`config.mk`:
```
export PLATFORM = sky130hd
export DESIGN_NAME = incdec_dco
export DESIGN_NICKNAME = d
export VERILOG_FILES = /design/src/rtl/incdec_dco.sv
export SDC_FILE = /design/constraint.sdc
export NUM_CORES = 1
export LEC_CHECK = 0
export ABC_AREA = 1
export ABC_CLOCK_PERIOD_IN_PS = 5100
export CORE_AREA = 2 2 59 61
export CTS_CLUSTER_DIAMETER = 150
export DETAILED_ROUTE_END_ITERATION = 12
export DIE_AREA = 0 0 61 63
export GPL_ROUTABILITY_DRIVEN = 0
export GPL_TIMING_DRIVEN = 0
export PLACE_DENSITY = 0.66
export SYNTH_ARGS = -nofsm -noshare
export SYNTH_HDL_FRONTEND = slang
export SYNTH_SLANG_ARGS = --single-unit
```
`constraint.sdc`:
```
create_clock -name clk -period 5.1 [get_ports clk]
set_clock_uncertainty 0.2 [all_clocks]
set_input_delay 0.51 -clock clk [delete_from_list [all_inputs] [get_ports clk]]
set_output_delay 0.51 -clock clk [all_outputs]
set_load 0.01 [all_outputs]
```
`src/rtl/incdec_dco.sv`:
```
`default_nettype none
// ============================================================================
// Module      : incdec_dco
// Description : Increment/decrement digitally controlled oscillator for the
//               ADPLL loop. Divides clk by DIVIDE_RATIO and turns one-cycle
//               advance/retard requests from the loop filter into whole-cycle
//               period corrections (one correction at most per period).
// Revision    : 1.0 - initial release
// ----------------------------------------------------------------------------
// Parameters
//   DIVIDE_RATIO  : nominal clk cycles per output period (even, >= 4)
//   COUNTER_WIDTH : width of the phase counter (must hold DIVIDE_RATIO)
//   PENDING_WIDTH : signed width of the correction backlog
// Ports
//   clk           in   system clock, rising edge
//   rst_n         in   asynchronous active-low reset
//   i_positive    in   one-cycle request to advance phase by one cycle
//   i_negative    in   one-cycle request to retard phase by one cycle
//   o_out_clock   out  recovered clock, high for DIVIDE_RATIO/2 cycles
//   o_sample      out  one-cycle strobe while the phase is 0 after a wrap
//   o_phase_count out  position within the current period
//   o_pending     out  signed backlog of unapplied corrections
//   o_dropped     out  one-cycle pulse when a request is lost to saturation
// ============================================================================
module incdec_dco #(
    parameter int DIVIDE_RATIO  = 16,
    parameter int COUNTER_WIDTH = 8,
    parameter int PENDING_WIDTH = 3
) (
    input  logic                     clk,
    input  logic                     rst_n,
    input  logic                     i_positive,
    input  logic                     i_negative,
    output logic                     o_out_clock,
    output logic                     o_sample,
    output logic [COUNTER_WIDTH-1:0] o_phase_count,
    output logic [PENDING_WIDTH-1:0] o_pending,
    output logic                     o_dropped
);

    // Terminal counts for the three possible period lengths.
    localparam logic [COUNTER_WIDTH-1:0] c_term_nominal = COUNTER_WIDTH'(DIVIDE_RATIO - 1);
    localparam logic [COUNTER_WIDTH-1:0] c_term_advance = COUNTER_WIDTH'(DIVIDE_RATIO - 2);
    localparam logic [COUNTER_WIDTH-1:0] c_term_retard  = COUNTER_WIDTH'(DIVIDE_RATIO);
    localparam logic [COUNTER_WIDTH-1:0] c_half         = COUNTER_WIDTH'(DIVIDE_RATIO / 2);

    // Backlog arithmetic is done two bits wider so the pre-saturation sum
    // (at most +/-(max+2)) can never wrap.
    localparam int c_ext_w       = PENDING_WIDTH + 2;
    localparam int c_max_pending = (1 << (PENDING_WIDTH - 1)) - 1;
    localparam logic signed [c_ext_w-1:0] c_pend_hi = c_ext_w'(c_max_pending);
    localparam logic signed [c_ext_w-1:0] c_pend_lo = -c_pend_hi;

    // Two-bit signed encodings of -1 / 0 / +1.
    localparam logic signed [1:0] c_plus  = 2'sb01;
    localparam logic signed [1:0] c_zero  = 2'sb00;
    localparam logic signed [1:0] c_minus = 2'sb11;

    logic [COUNTER_WIDTH-1:0]        r_phase;
    logic signed [1:0]               r_adj;
    logic signed [PENDING_WIDTH-1:0] r_pending;
    logic                            r_out_clock;
    logic                            r_sample;
    logic                            r_dropped;

    logic [COUNTER_WIDTH-1:0]        w_terminal;
    logic                            w_wrap;
    logic [COUNTER_WIDTH-1:0]        w_phase_next;
    logic signed [1:0]               w_pend_sign;
    logic signed [1:0]               w_delta;
    logic signed [c_ext_w-1:0]       w_pend_ext;
    logic signed [c_ext_w-1:0]       w_dec_ext;
    logic signed [c_ext_w-1:0]       w_delta_ext;
    logic signed [c_ext_w-1:0]       w_pend_sum;
    logic signed [PENDING_WIDTH-1:0] w_pend_next;
    logic                            w_dropped_next;
    logic signed [1:0]               w_adj_next;
    logic                            w_out_next;

    always_comb begin
        w_terminal     = c_term_nominal;
        w_pend_sign    = c_zero;
        w_delta        = c_zero;
        w_pend_next    = r_pending;
        w_dropped_next = 1'b0;

        // Adj = +1 shortens the period, Adj = -1 lengthens it.
        case (r_adj)
            c_plus:  w_terminal = c_term_advance;
            c_minus: w_terminal = c_term_retard;
            default: w_terminal = c_term_nominal;
        endcase

        w_wrap       = (r_phase == w_terminal);
        w_phase_next = w_wrap ? '0 : r_phase + COUNTER_WIDTH'(1);

        if (r_pending > 0) begin
            w_pend_sign = c_plus;
        end else if (r_pending < 0) begin
            w_pend_sign = c_minus;
        end

        // Simultaneous advance and retard requests cancel.
        if (i_positive && !i_negative) begin
            w_delta = c_plus;
        end else if (i_negative && !i_positive) begin
            w_delta = c_minus;
        end

        // On a wrap one unit of backlog is consumed into the new Adj; an
        // event in the wrap cycle itself still lands in the backlog.
        w_pend_ext  = {{2{r_pending[PENDING_WIDTH-1]}}, r_pending};
        w_dec_ext   = w_wrap ? {{PENDING_WIDTH{w_pend_sign[1]}}, w_pend_sign} : '0;
        w_delta_ext = {{PENDING_WIDTH{w_delta[1]}}, w_delta};
        w_pend_sum  = w_pend_ext - w_dec_ext + w_delta_ext;

        if (w_pend_sum > c_pend_hi) begin
            w_pend_next    = c_pend_hi[PENDING_WIDTH-1:0];
            w_dropped_next = (w_delta != c_zero);
        end else if (w_pend_sum < c_pend_lo) begin
            w_pend_next    = c_pend_lo[PENDING_WIDTH-1:0];
            w_dropped_next = (w_delta != c_zero);
        end else begin
            w_pend_next    = w_pend_sum[PENDING_WIDTH-1:0];
        end

        // Adj uses the backlog sign before this cycle's update.
        w_adj_next = w_wrap ? w_pend_sign : r_adj;

        // Registered copy of (phase < half) for the phase being entered, so
        // the high phase is always DIVIDE_RATIO/2 and the low phase stretches.
        w_out_next = (w_phase_next < c_half);
    end

    always_ff @(posedge clk or negedge rst_n) begin
        if (!rst_n) begin
            r_phase     <= '0;
            r_adj       <= c_zero;
            r_pending   <= '0;
            r_out_clock <= 1'b1;
            r_sample    <= 1'b0;
            r_dropped   <= 1'b0;
        end else begin
            r_phase     <= w_phase_next;
            r_adj       <= w_adj_next;
            r_pending   <= w_pend_next;
            r_out_clock <= w_out_next;
            r_sample    <= w_wrap;
            r_dropped   <= w_dropped_next;
        end
    end

    assign o_phase_count = r_phase;
    assign o_pending     = r_pending;
    assign o_out_clock   = r_out_clock;
    assign o_sample      = r_sample;
    assign o_dropped     = r_dropped;

endmodule
`default_nettype wire

```
# Yosys cells after proc, flatten, opt, wreduce, memory -nomap -nowiden
# Cells that the tools add are included.
op_classes:
  add_sub_neg: 3
  multipliers: 0
  div_mod_pow: 0
  n_lt_le_gt_ge: 5
  eq_ne: 3
  n_shift: 0
  n_mux: 11
  bitwise_logic: 0
  n_reduce_logical: 5
ops:
  columns: ["cell", "count"]
  rows:
  - ["case mux 5 bit (2 select lines)", 1]
  - ["adder 8 x 1 -> 8 bit, second input constant", 1]
  - ["equality test 8 bit", 1]
  - ["less-than comparator 8 x 4 -> 1 bit, second input constant", 1]
  - ["two-way mux 2 bit", 4]
  - ["two-way mux 8 bit", 1]
  - ["two-way mux 3 bit", 2]
  - ["adder 5 x 2 -> 5 bit", 1]
  - ["> comparator 5 x 3 -> 1 bit, second input constant", 1]
  - ["less-than comparator 5 x 3 -> 1 bit, second input constant", 1]
  - ["two-way mux 5 bit", 1]
  - ["subtractor 3 x 5 -> 5 bit", 1]
  - ["> comparator 3 x 1 -> 1 bit, second input constant", 1]
  - ["less-than comparator 3 x 1 -> 1 bit, second input constant", 1]
  - ["equality test 2 x 1 -> 1 bit, second input constant", 1]
  - ["equality test 2 bit, second input constant", 1]
  - ["logical AND 1 bit", 2]
  - ["zero test 1 bit", 2]
  - ["two-way mux 1 bit", 2]
  - ["nonzero test 2 bit", 1]
word_totals:
  ff_bits: 16
  latch_bits: 0
  ram_bits: 0
  mem_bits_ro: 0
  inputBits: 4
  output_inout_bits: 14
  elab_cells: 33
  memories: 0

# Depth between registers and ports, before layout
# Gate-level depths: netlist of the first run.
logic_depth:
  ltp_word: 9
  depth_mapped: 20
  mapped_depth_nobuf: 18

# Worst setup path before layout of the first run
# Ideal clock, no wire load.
synth_path:
  path_type: "flip-flop to flip-flop"
  start: "register r_phase[4], in the netlist o_phase_count[4]"
  end: "register r_pending[0], in the netlist o_pending[0]"
  setup_time_ns: 0.127
  arrival_ns: 2.424
  required_ns: 4.773
  slack_ns: 2.349
  path_stages_with_launch: 17
  path_buffers: 2
  synth_period_minus_slack_ns: 2.751
  path_cell_list: "dfrtp_1 buf_2 inv_1 nand3_1 nand2_1 inv_1 nand3_2 buf_6 nor2_1 fa_1 inv_1 fa_1 nor2_1 nor2_1 nand3_1 nand2_1 nand3b_1"
synth_between:
  elab_chain_len: 7
  word_cells_on_any_way: 8
  classes_between: "2 x add/sub; 2 x order compare; 1 x eq/ne; 3 x mux"
synth_rtl:
  columns: ["element", "line", "rtl"]
  rows:
  - ["from (decl)", "59", "logic [COUNTER_WIDTH-1:0] r_phase;"]
  - ["from (signal assigned)", "144", "r_phase <= w_phase_next;"]
  - ["equality test 8 bit *", "94", "w_wrap = (r_phase == w_terminal);"]
  - ["two-way mux 5 bit *", "113", "w_dec_ext = w_wrap ? {{PENDING_WIDTH{w_pend_sign[1]}}, w_pend_sign} : '0;"]
  - ["subtractor 3 x 5 -> 5 bit *", "115", "w_pend_sum = w_pend_ext - w_dec_ext + w_delta_ext;"]
  - ["adder 5 x 2 -> 5 bit *", "115", null]
  - ["less-than comparator 5 x 3 -> 1 bit", "120", "end else if (w_pend_sum < c_pend_lo) begin"]
  - ["two-way mux 3 bit", "120", null]
  - ["two-way mux 3 bit *", "117", "if (w_pend_sum > c_pend_hi) begin"]
  - ["via w_pend_next[0]", "75", "logic signed [PENDING_WIDTH-1:0] w_pend_next;"]
  - ["to (signal assigned)", "146", "r_pending <= w_pend_next;"]
  - ["to (decl)", "61", "logic signed [PENDING_WIDTH-1:0] r_pending;"]
# The timed path passes the listed nets; every way through them passes the cells marked *.
# A chain may end at the register's enable or synchronous reset.

# Final worst setup path of the first run
# Same ends and word-level chain as after synthesis.

==> summary.txt, run 1 <==
Status
  – Status: finished clean

Placement
  – Post-Place Setup Slack: 1.997 ns
  – Placement Cell Area: 1294 um^2
  – Final HPWL DP: 1516 um
  – Port Buffers: 17
  – Dpl cells: 209

Synth
  – Netlist cell types: 22
  – Commonest cells post-synth: 37 x inv_1, 35 x nand2_1, 15 x dfrtp_1, 14 x nand3_1, 14 x nor2_1
  – Post-synth ARST share: 100.0%
  – Area contributors post-synth: dfrtp_1 35%, inv_1 13%, nand2_1 12%
  – Syn nets: 160
  – Area leader, netlist: dfrtp_1
  – Cells after synthesis: 146
  – Post-synth EDFFs: 0
  – Synth Warn #: 0
  – Cell with the most instances after synthesis: inv_1
  – Register area share after synthesis: 37.68%
  – Netlist area before placement: 1066 um^2
  – Post-synthesis register bit count: 16
  – Average size of a mapped cell: 7.302 um^2
  – Share of the synthesized area in the top cell type: 35.21%
  – Primary FF master, synth: dfrtp_1

Clocking
  – Post-CTS resize count: 0
  – Reg clk slew, reported paths: 0.10 ns
  – Max H-tree Level: 1
  – Later-pin clock latency in the skew report: 0.29 ns
  – Clock sink count: 16
  – Clk buf depth: 2
  – Post-CTS Setup Repair Bufs: 0
  – Clock Tree Root: clkbuf_4
  – CTS tree: yes
  – Num CTS Buffers: 3
  – Hold_buf cts: 0

Critical path
  – Slowest stage delay, CP: 0.49 ns
  – CP most frequent cell: nand2_1
  – Startpoint Class: flop
  – Critical Path End Type: flop
  – Peak fanout along the critical path: 10
  – Worst Path Arrival: 2.92 ns
  – Worst Path Required: 5.08 ns
  – Crit path cell chain: buf_2 > inv_1 > nand3_1 > nand2_1 > inv_1 > nand3_2 > buf_6 > nor2_1 > fa_1 > inv_1 > fa_1 > nand2_1 > nand2_1 > nor2_1 > nand3_1 > nand2_1 > nand3b_1
  – Kind of critical path: flop to flop
  – Slowest-stage cell, CP: fa_1

Pwr
  – Leak: 0.7494 nW
  – Power Total: 0.8269 mW
  – VDD IR-drop max: 0.0002504 V
  – Pwr/cell area: 621.7 nW/um^2

Finish
  – Layout cells sized above 1: 8.383%
  – Final net count: 182
  – Fin util: 41.15%
  – Syn-to-layout area delta: 24.77%
  – Final instance area: 1330 um^2
  – Filler cells: 333
  – Final cell count without fillers: 213
  – Inserted Diodes: 0

Timing
  – Slew HR: 52.58%
  – RSZ-0062 raised after global routing: no
  – Worst Tran Pin Value: 0.7090 ns
  – Setup TNS: 0 ns
  – Min Clock Period, post-route: 2.943 ns
  – Final Cycle Share: 57.71%
  – Slew Limit Fails: 0
  – Max Freq: 0.3398 GHz
  – Fin. Hold Viols: 0
  – Setup ws final: 2.157 ns
  – Final hold slack: 0.3486 ns
  – Final count of negative-setup-slack endpoints: 0

Routing
  – Iter 0 DRT Violations: 41
  – Vias per cell: 4.235
  – WL/cell: 9.038 um
  – DRC Markers: 0
  – Routed wire length: 1925 um
  – Total number of vias: 902
  – Post-route ant nets: 0
  – Drt first pass iters: 5

Global routing
  – Largest net degree at the start of global routing: 17
  – First-pass GRT wire length: 3394 um
  – Initial antenna violation count: 0
  – Number of global-route vias before repair: 826
  – Grt total ovfl: 0
  – Total track usage: 11.43%

Worst hold path
  – Min-delay worst type: flop to flop

Die
  – Die W: 61 um
  – I/O pin total: 18
  – Core box area: 3232 um^2
  – Die Ht: 63 um
  – Num rows: 21
  – Initial core utilization: 32.98%
  – Die Area: 3843 um^2

Flow run
  – Max Cap Violations: 0
## sequential cells by signal, summed over array words and instances (netlist names)
name	cells
o_sample	1
o_phase_count	8
r_adj	2
o_pending	3
o_out_clock	1
o_dropped	1
## layout by cell type (no fill, tap or decap), types with 2 or more instances in the layout
master	count
inv_1	37
nand2_1	35
clkdlybuf4s50_1	17
dfrtp_1	15
nand3_1	14
nor2_1	14
ha_1	8
nand2_2	3
nor2_2	3
clkbuf_4	3
nand4_1	2
o21ai_1	2
fa_1	2
## metal layers
metal	global-route usage, %	part of all wire [%]	up-vias
li1	-	-	480
met2	18.82	50	15
met1	15.10	48	405
met4	4.076	0.52	0
met3	1.242	1.8	2
met5	0	0	-
## worst max-delay path, delay by kind of cell (launching register included)
| kind | cells | cell delay (ns) |
|---|---|---|
| buffers and inverters | 5 | 0.48 |
| adder cells (fa/ha/maj) | 2 | 0.93 |
| flip-flops | 1 | 0.40 |
| AND/OR/NAND/NOR | 10 | 0.81 |
## worst paths after layout
path                                    endpoint             start  cells after the start  slack (ns)
worst min-delay path                    r_adj[1]          r_adj[1]                      2        0.35
worst min register to register          r_adj[1]          r_adj[1]                      2        0.35
worst max-delay path                o_pending[0]  o_phase_count[4]                     17        2.16
max in group asynchronous              o_dropped             rst_n                      1        3.82
min in group asynchronous       o_phase_count[7]             rst_n                      1        0.43
worst max register to register      o_pending[0]  o_phase_count[4]                     17        2.16
## logic make-up after synthesis
family / after synthesis / share of synthesized area, %
AND/OR/NAND/NOR: 74 / 30.63
flip-flops: 16 / 37.68
XOR/XNOR: 1 / 0.8217
buffers and inverters: 39 / 14.55
adder cells (fa/ha/maj): 10 / 13.15
AO/OA/AOI/OAI: 6 / 3.169
## where the power goes
part	internal (mW)	switching (mW)
Combinational	0.223	0.284
Sequential	0.182	0.0517
Clock	0.0435	0.0426
Total	0.448	0.379
## final cells by class
cell class / instances / area (um^2) / area share (%)
clock buffers: 4 / 36.28 / 2.728
flip-flops and latches: 16 / 401.6 / 30.20
plain buffers: 2 / 16.27 / 1.223
well taps: 46 / 57.56 / 4.327
inverters: 37 / 138.9 / 10.44
repair buffers: 17 / 170.2 / 12.79
multi-input cells: 91 / 509.2 / 38.29
(Power assumes the default switching activity.)
==> run 2, diff against run 1 <==
--- a/config.mk
+++ b/config.mk
@@ -6,14 +6,14 @@
 export NUM_CORES = 1
 export LEC_CHECK = 0
 export ABC_AREA = 1
-export ABC_CLOCK_PERIOD_IN_PS = 5100
+export ABC_CLOCK_PERIOD_IN_PS = 2590
 export CORE_AREA = 2 2 59 61
 export CTS_CLUSTER_DIAMETER = 150
 export DETAILED_ROUTE_END_ITERATION = 12
 export DIE_AREA = 0 0 61 63
 export GPL_ROUTABILITY_DRIVEN = 0
 export GPL_TIMING_DRIVEN = 0
-export PLACE_DENSITY = 0.66
+export PLACE_DENSITY = 0.68
 export SYNTH_ARGS = -nofsm -noshare
 export SYNTH_HDL_FRONTEND = slang
 export SYNTH_SLANG_ARGS = --single-unit
==> constraint.sdc (replaced) <==
create_clock -name clk -period 2.59 [get_ports clk]
set_clock_uncertainty 0.2 [all_clocks]
set_input_delay 0.259 -clock clk [delete_from_list [all_inputs] [get_ports clk]]
set_output_delay 0.259 -clock clk [all_outputs]
set_load 0.01 [all_outputs]
==> run 2 against run 1 <==
  * Register-to-register slack lost 2.3 ns
  * Flip-flop and latch count is the same
  * Via count grew 5.7%
  * The flow now finishes with violations (negative setup slack)
==> summary.txt, run 2 (synthesis results as in run 1) <==
Finish
  – Final instance area: 1478 um^2 (+11%)
  – Most common cell after layout, fill and taps aside: inv_1
  – Number of flip-flops under the largest register name: 8 (unchanged)
  – Inserted Diodes: 0 (unchanged)
  – Final cell count without fillers: 226 (+6.1%)
  – Final net count: 195 (+7.1%)
  – Most frequent cells in the layout: 33 x inv_1, 32 x nand2_1, 17 x clkdlybuf4s50_1
  – Layout cells sized above 1: 24.44% (+16 points)
  – Syn-to-layout area delta: 38.62%

Timing
  – Final count of negative-setup-slack endpoints: 3 (+3)
  – RSZ-0062 raised after global routing: yes
  – Final hold slack: 0.1861 ns (-0.1625 ns)
  – Slew Limit Fails: 0 (unchanged)
  – Slew HR: 53.12% (+0.54 points)
  – Min Clock Period, post-route: 2.705 ns (-0.2381 ns)
  – Final Cycle Share: 104.4% (+47 points)
  – Max Freq: 0.3697 GHz (+8.8%)
  – Worst Tran Pin Value: 0.7009 ns (-0.008092 ns)
  – Fin. Hold Viols: 0 (unchanged)
  – Setup ws final: -0.1150 ns (-2.272 ns)

Routing
  – Routed wire length: 2181 um (+13%)
  – Post-route ant nets: 0 (unchanged)
  – Total number of vias: 953 (+5.7%)
  – Iter 0 DRT Violations: 18 (-56%)
  – Vias per cell: 4.217 (-0.42%)
  – Metal2 WL: 1159 um (+21%)
  – WL met3: 37 um (+5.7%)
  – DRC Markers: 0 (unchanged)
  – WL/cell: 9.650 um (+6.8%)
  – Max Used Layer: met4
  – Drt first pass iters: 4 (-1)
  – Wire length on met1: 961 um (+4.3%)

Critical path
  – Worst Path Buf+Inv: 1 (-4)
  – R2r startpoint: r_adj[0]
  – Kind of critical path: flop to flop
  – Slowest-stage cell, CP: fa_2
  – Crit path cell chain: nand2_2 > nor2_2 > nand2_1 > nand2_2 > nand3_4 > nor2_4 > fa_1 > inv_2 > fa_2 > nor2_1 > nor2_1 > nand3_1 > nand2_1 > nand3b_1
  – Worst Path Arrival: 2.67 ns (-0.25 ns)
  – Delay-heaviest family, CP: adder cells
  – R2r worst-path depth: 14 (-3)
  – Levels on crit path: 14 (-3)
  – Startpoint Class: flop
  – Worst Path Required: 2.55 ns (-2.53 ns)
  – Slowest stage delay, CP: 0.54 ns (+0.05 ns)
  – Reg2Reg Setup Slack: -0.11 ns (-2.27 ns)
  – Critical Path End Type: flop
  – R2r endpoint: o_pending[0]
  – Peak fanout along the critical path: 5 (-5)

Status
  – Violated checks: negative setup slack
  – Status: complete, but fails checks

Die
  – Die Ht: 63 um (unchanged)
  – Die Area: 3843 um^2 (unchanged)
  – Die W: 61 um (unchanged)
  – Core box area: 3232 um^2 (unchanged)
  – I/O pin total: 18 (unchanged)
  – Num rows: 21 (unchanged)
  – Initial core utilization: 32.98% (unchanged)

Pwr
  – Leak: 0.8076 nW (+7.8%)
  – VDD IR-drop max: 0.0005637 V (+130%)
  – Pwr/cell area: 1271 nW/um^2 (+100%)

Clocking
  – Reg clk slew, reported paths: 0.10 ns (about the same)
  – Max H-tree Level: 1 (unchanged)
  – CTS tree: yes
  – Hold_buf cts: 0 (unchanged)
  – Later-pin clock latency in the skew report: 0.28 ns (about the same)
  – Clk buf depth: 2 (unchanged)
  – Num CTS Buffers: 3 (unchanged)
  – Clock Tree Root: clkbuf_4
  – Clock sink count: 16 (unchanged)

Global routing
  – Total track usage: 12.87% (+1.4 points)
  – First-pass GRT wire length: 3781 um (+11%)
  – Number of global-route vias before repair: 875 (+5.9%)
  – Largest net degree at the start of global routing: 17 (unchanged)
  – Grt total ovfl: 0 (unchanged)
  – Initial antenna violation count: 0 (unchanged)

Worst hold path
  – Min-delay worst type: input port to async pin

Flow run
  – Max Cap Violations: 0 (unchanged)

Placement
  – Final HPWL DP: 1521 um (+0.33%)
  – Port Buffers: 17 (unchanged)
  – Placement Cell Area: 1314 um^2 (+1.5%)
  – Dpl cells: 209 (unchanged)
[run 2: cell count changes in the layout (fill, tap and decap cells not counted), moves of 2 or more]
cell     delta
dfrtp_1     -3
nand2_2     +3
dfrtp_2     +3
nand2_1     -3
inv_1       -4
buf_4      +15
inv_2       +4
nand3_1     -2
[run 2: worst max path at each step]
stage	slack, ns	end	startpoint
global placement	-0.22	o_pending[0]	i_positive
floorplan	-0.08	o_pending[0]	o_phase_count[4]
CTS	-0.12	o_pending[1]	o_phase_count[6]
detailed placement	-0.23	o_pending[0]	i_positive
finish	-0.11	o_pending[0]	r_adj[0]
global route	-0.28	o_pending[1]	r_adj[0]
[run 2: repair_timing]
| action | in CTS | in global routing |
|---|---|---|
| setup endpoints to repair | 4 | 4 |
| pin swaps | 2 | 11 |
| gates resized for setup | 1 | 12 |
| setup buffers | 8 | 7 |
[run 2: cell type report]
cell class              instances  area (um^2)
inverters                      37        138.9
clock buffers                   4        36.28
repair buffers                 32        282.8
well taps                      46        57.56
multi-input cells              91        556.8
flip-flops and latches         16        405.4
fillers                       312         1754
[run 2: where the power goes]
group / switching [mW] / total (mW) / internal (mW)
clock network: 0.0761 / 0.162 / 0.0854
logic: 0.660 / 1.26 / 0.596
registers: 0.0973 / 0.461 / 0.363
total: 0.833 / 1.88 / 1.04
[run 2: routing by layer]
metal,track usage [%],up-vias
li1,-,510
met1,16.93,428
met2,21.37,11
met3,1.656,4
met4,4.076,0
met5,0,-
[run 2: through the flow]
step / setup slack [ns] / TNS (ns) / power [mW] / util (%)
6_report: -0.1150 / -0.2764 / 1.877 / 45.72
5_1_grt: -0.2788 / -0.9234 / 2.112 / 45.72
4_1_cts: -0.1224 / -0.3510 / 1.758 / 43.71
3_5_place_dp: -0.2310 / -0.6391 / 1.493 / 40.65
3_3_place_gp: -0.2227 / -0.5996 / 1.474 / 40.65
2_1_floorplan: -0.08478 / -0.1687 / 1.178 / -
==> run 3, diff against run 2 <==
--- a/config.mk
+++ b/config.mk
@@ -12,7 +12,6 @@
 export DETAILED_ROUTE_END_ITERATION = 12
 export DIE_AREA = 0 0 61 63
 export GPL_ROUTABILITY_DRIVEN = 0
-export GPL_TIMING_DRIVEN = 0
 export PLACE_DENSITY = 0.68
 export SYNTH_ARGS = -nofsm -noshare
 export SYNTH_HDL_FRONTEND = slang
==> run 3 against run 2 <==
  * Flip-flop and latch count stayed put
  * Largest cell class unchanged
  * The run still ends with negative setup slack left
  * Sequential share of layout area is 0.24 points higher
  * Die area stayed put
  * Critical endpoint unchanged
  * Maximum frequency is 2.2% higher
  * Largest power group unchanged
  * Worst setup slack better by 0.058 ns
==> summary.txt, run 3 (synthesis results as in run 1) <==
Global routing
  – Number of global-route vias before repair: 941 (+7.5%)
  – Total track usage: 12.99% (+0.12 points)
  – Initial antenna violation count: 0 (unchanged)
  – Largest net degree at the start of global routing: 17 (unchanged)
  – First-pass GRT wire length: 3843 um (+1.6%)
  – Grt total ovfl: 0 (unchanged)

Clocking
  – Num CTS Buffers: 3 (unchanged)
  – Later-pin clock latency in the skew report: 0.29 ns (about the same)
  – Hold_buf cts: 0 (unchanged)
  – Clk buf depth: 2 (unchanged)
  – Max H-tree Level: 1 (unchanged)
  – Clock Tree Root: clkbuf_4
  – Clock sink count: 16 (unchanged)
  – CTS tree: yes
  – Reg clk slew, reported paths: 0.09 ns (about the same)

Timing
  – Max Freq: 0.3779 GHz (+2.2%)
  – Final hold slack: 0.1965 ns (+0.01040 ns)
  – Setup ws final: -0.05649 ns (+0.05849 ns)
  – Slew Limit Fails: 0 (unchanged)
  – Final Cycle Share: 102.2% (-2.3 points)
  – Min Clock Period, post-route: 2.646 ns (-0.05849 ns)
  – Fin. Hold Viols: 0 (unchanged)
  – RSZ-0062 raised after global routing: yes
  – Worst Tran Pin Value: 0.7313 ns (+0.03031 ns)
  – Setup TNS: -0.09328 ns (+0.1831 ns)
  – Final count of negative-setup-slack endpoints: 3 (unchanged)
  – Slew HR: 51.10% (-2.0 points)

Finish
  – Inserted Diodes: 0 (unchanged)
  – Final instance area: 1460 um^2 (-1.2%)
  – Final net count: 195 (unchanged)
  – Syn-to-layout area delta: 36.97%
  – Layout cells sized above 1: 21.67% (-2.8 points)
  – Filler cells: 333 (+6.7%)
  – Most frequent cells in the layout: 34 x inv_1, 33 x nand2_1, 17 x clkdlybuf4s50_1
  – Number of flip-flops under the largest register name: 8 (unchanged)
  – Most common cell after layout, fill and taps aside: inv_1

Routing
  – WL/cell: 9.350 um (-3.1%)
  – Vias per cell: 4.137 (-1.9%)
  – Total number of vias: 935 (-1.9%)
  – Routed wire length: 2113 um (-3.1%)
  – Drt first pass iters: 4 (unchanged)
  – DRC Markers: 0 (unchanged)
  – Post-route ant nets: 0 (unchanged)
  – Iter 0 DRT Violations: 32 (+14)

Critical path
  – Peak fanout along the critical path: 5 (unchanged)
  – Crit path cell chain: nand2_2 > nand2_1 > nand2_1 > inv_2 > nand3_4 > nor2_4 > fa_1 > inv_2 > fa_2 > nor2_1 > nor2_1 > nand3_1 > nand2_1 > nand3b_1
  – Slowest stage delay, CP: 0.54 ns (about the same)
  – Worst Path Arrival: 2.63 ns (-0.04 ns)
  – CP most frequent cell: nand2_1
  – Kind of critical path: flop to flop
  – Worst Path Required: 2.57 ns (+0.02 ns)
  – Critical Path End Type: flop
  – Worst Path Buf+Inv: 2 (+1)
  – Delay-heaviest family, CP: adder cells
  – Slowest-stage cell, CP: fa_2
  – Startpoint Class: flop

Placement
  – Port Buffers: 17 (unchanged)
  – Placement Cell Area: 1396 um^2 (+6.3%)
  – Final HPWL DP: 1615 um (+6.2%)

Die
  – Die Area: 3843 um^2 (unchanged)
  – Core box area: 3232 um^2 (unchanged)
  – Die Ht: 63 um (unchanged)
  – I/O pin total: 18 (unchanged)
  – Initial core utilization: 32.98% (unchanged)
  – Die W: 61 um (unchanged)
  – Num rows: 21 (unchanged)

Pwr
  – Sw frac: 44.74% (+0.38 points)
  – Leak: 0.8020 nW (-0.70%)
  – Register share of total power: 24.5% (about the same)
  – Int Power: 1.006 mW (-3.7%)
  – Switch Pwr: 0.8146 mW (-2.2%)
  – Power Total: 1.821 mW (-3.0%)
  – Comb pwr share: 67.8% (+0.9 points)
  – VDD IR-drop max: 0.0005786 V (+2.6%)
  – Pwr/cell area: 1247 nW/um^2 (-1.9%)
  – Clock share of power: 7.7% (-0.9 points)

Status
  – Status: complete, but fails checks
  – Violated checks: negative setup slack

Worst hold path
  – Min-delay worst type: input port to async pin

Flow run
  – Max Cap Violations: 0 (unchanged)
run 3: layer usage:
metal | GRT usage [%] | up-vias | routed length (um)
met5 | 0 | - | 0
met4 | 4.076 | 0 | 20
met3 | 1.863 | 3 | 30
met2 | 22.04 | 10 | 1053
met1 | 16.52 | 417 | 1009
li1 | - | 505 | -
run 3: final timing paths:
kind / startpoint / to / slack, ns / cells after the start
setup / recovery: r_adj[0] / o_pending[0] / -0.06 / 14
hold / removal: rst_n / o_phase_count[1] / 0.20 / 1
setup reg to reg: r_adj[0] / o_pending[0] / -0.06 / 14
hold reg to reg: r_adj[1] / r_adj[1] / 0.37 / 2
max in group asynchronous: rst_n / o_phase_count[5] / 1.49 / 1
min in group clk: r_adj[1] / r_adj[1] / 0.37 / 2
run 3: through the flow:
stage	utilization (%)	cells	worst slack, ns
floorplan	-	146	-0.08478
global placement	43.21	221	-0.1784
detailed placement	43.21	221	-0.2352
CTS	44.91	226	-0.05819
global route	45.18	226	-0.2710
finish	45.18	226	-0.05649
run 3: area by class of cell:
class                      instances  area [um^2]  area share (%)
multi-input combinational         91        550.5           37.70
sequential                        16        404.1           27.68
timing repair buffer              32        282.8           19.37
inverter                          37        138.9           9.512
tap                               46        57.56           3.942
clock buffer                       4        26.28           1.799
run 3: power by group through the flow:
stage | clock, mW | combinational, mW | sequential (mW)
floorplan | 0 | 0.685 | 0.492
global placement | 0 | 1.16 | 0.443
detailed placement | 0 | 1.18 | 0.443
CTS | 0.144 | 1.23 | 0.439
global route | 0.154 | 1.43 | 0.463
finish | 0.140 | 1.24 | 0.445
run 3: repair_timing:
action,CTS,global route
pin swaps,8,10
setup buffers,1,0
endpoints found under the setup margin,4,4
gates resized for setup,5,4
endpoints found under the hold margin,0,0
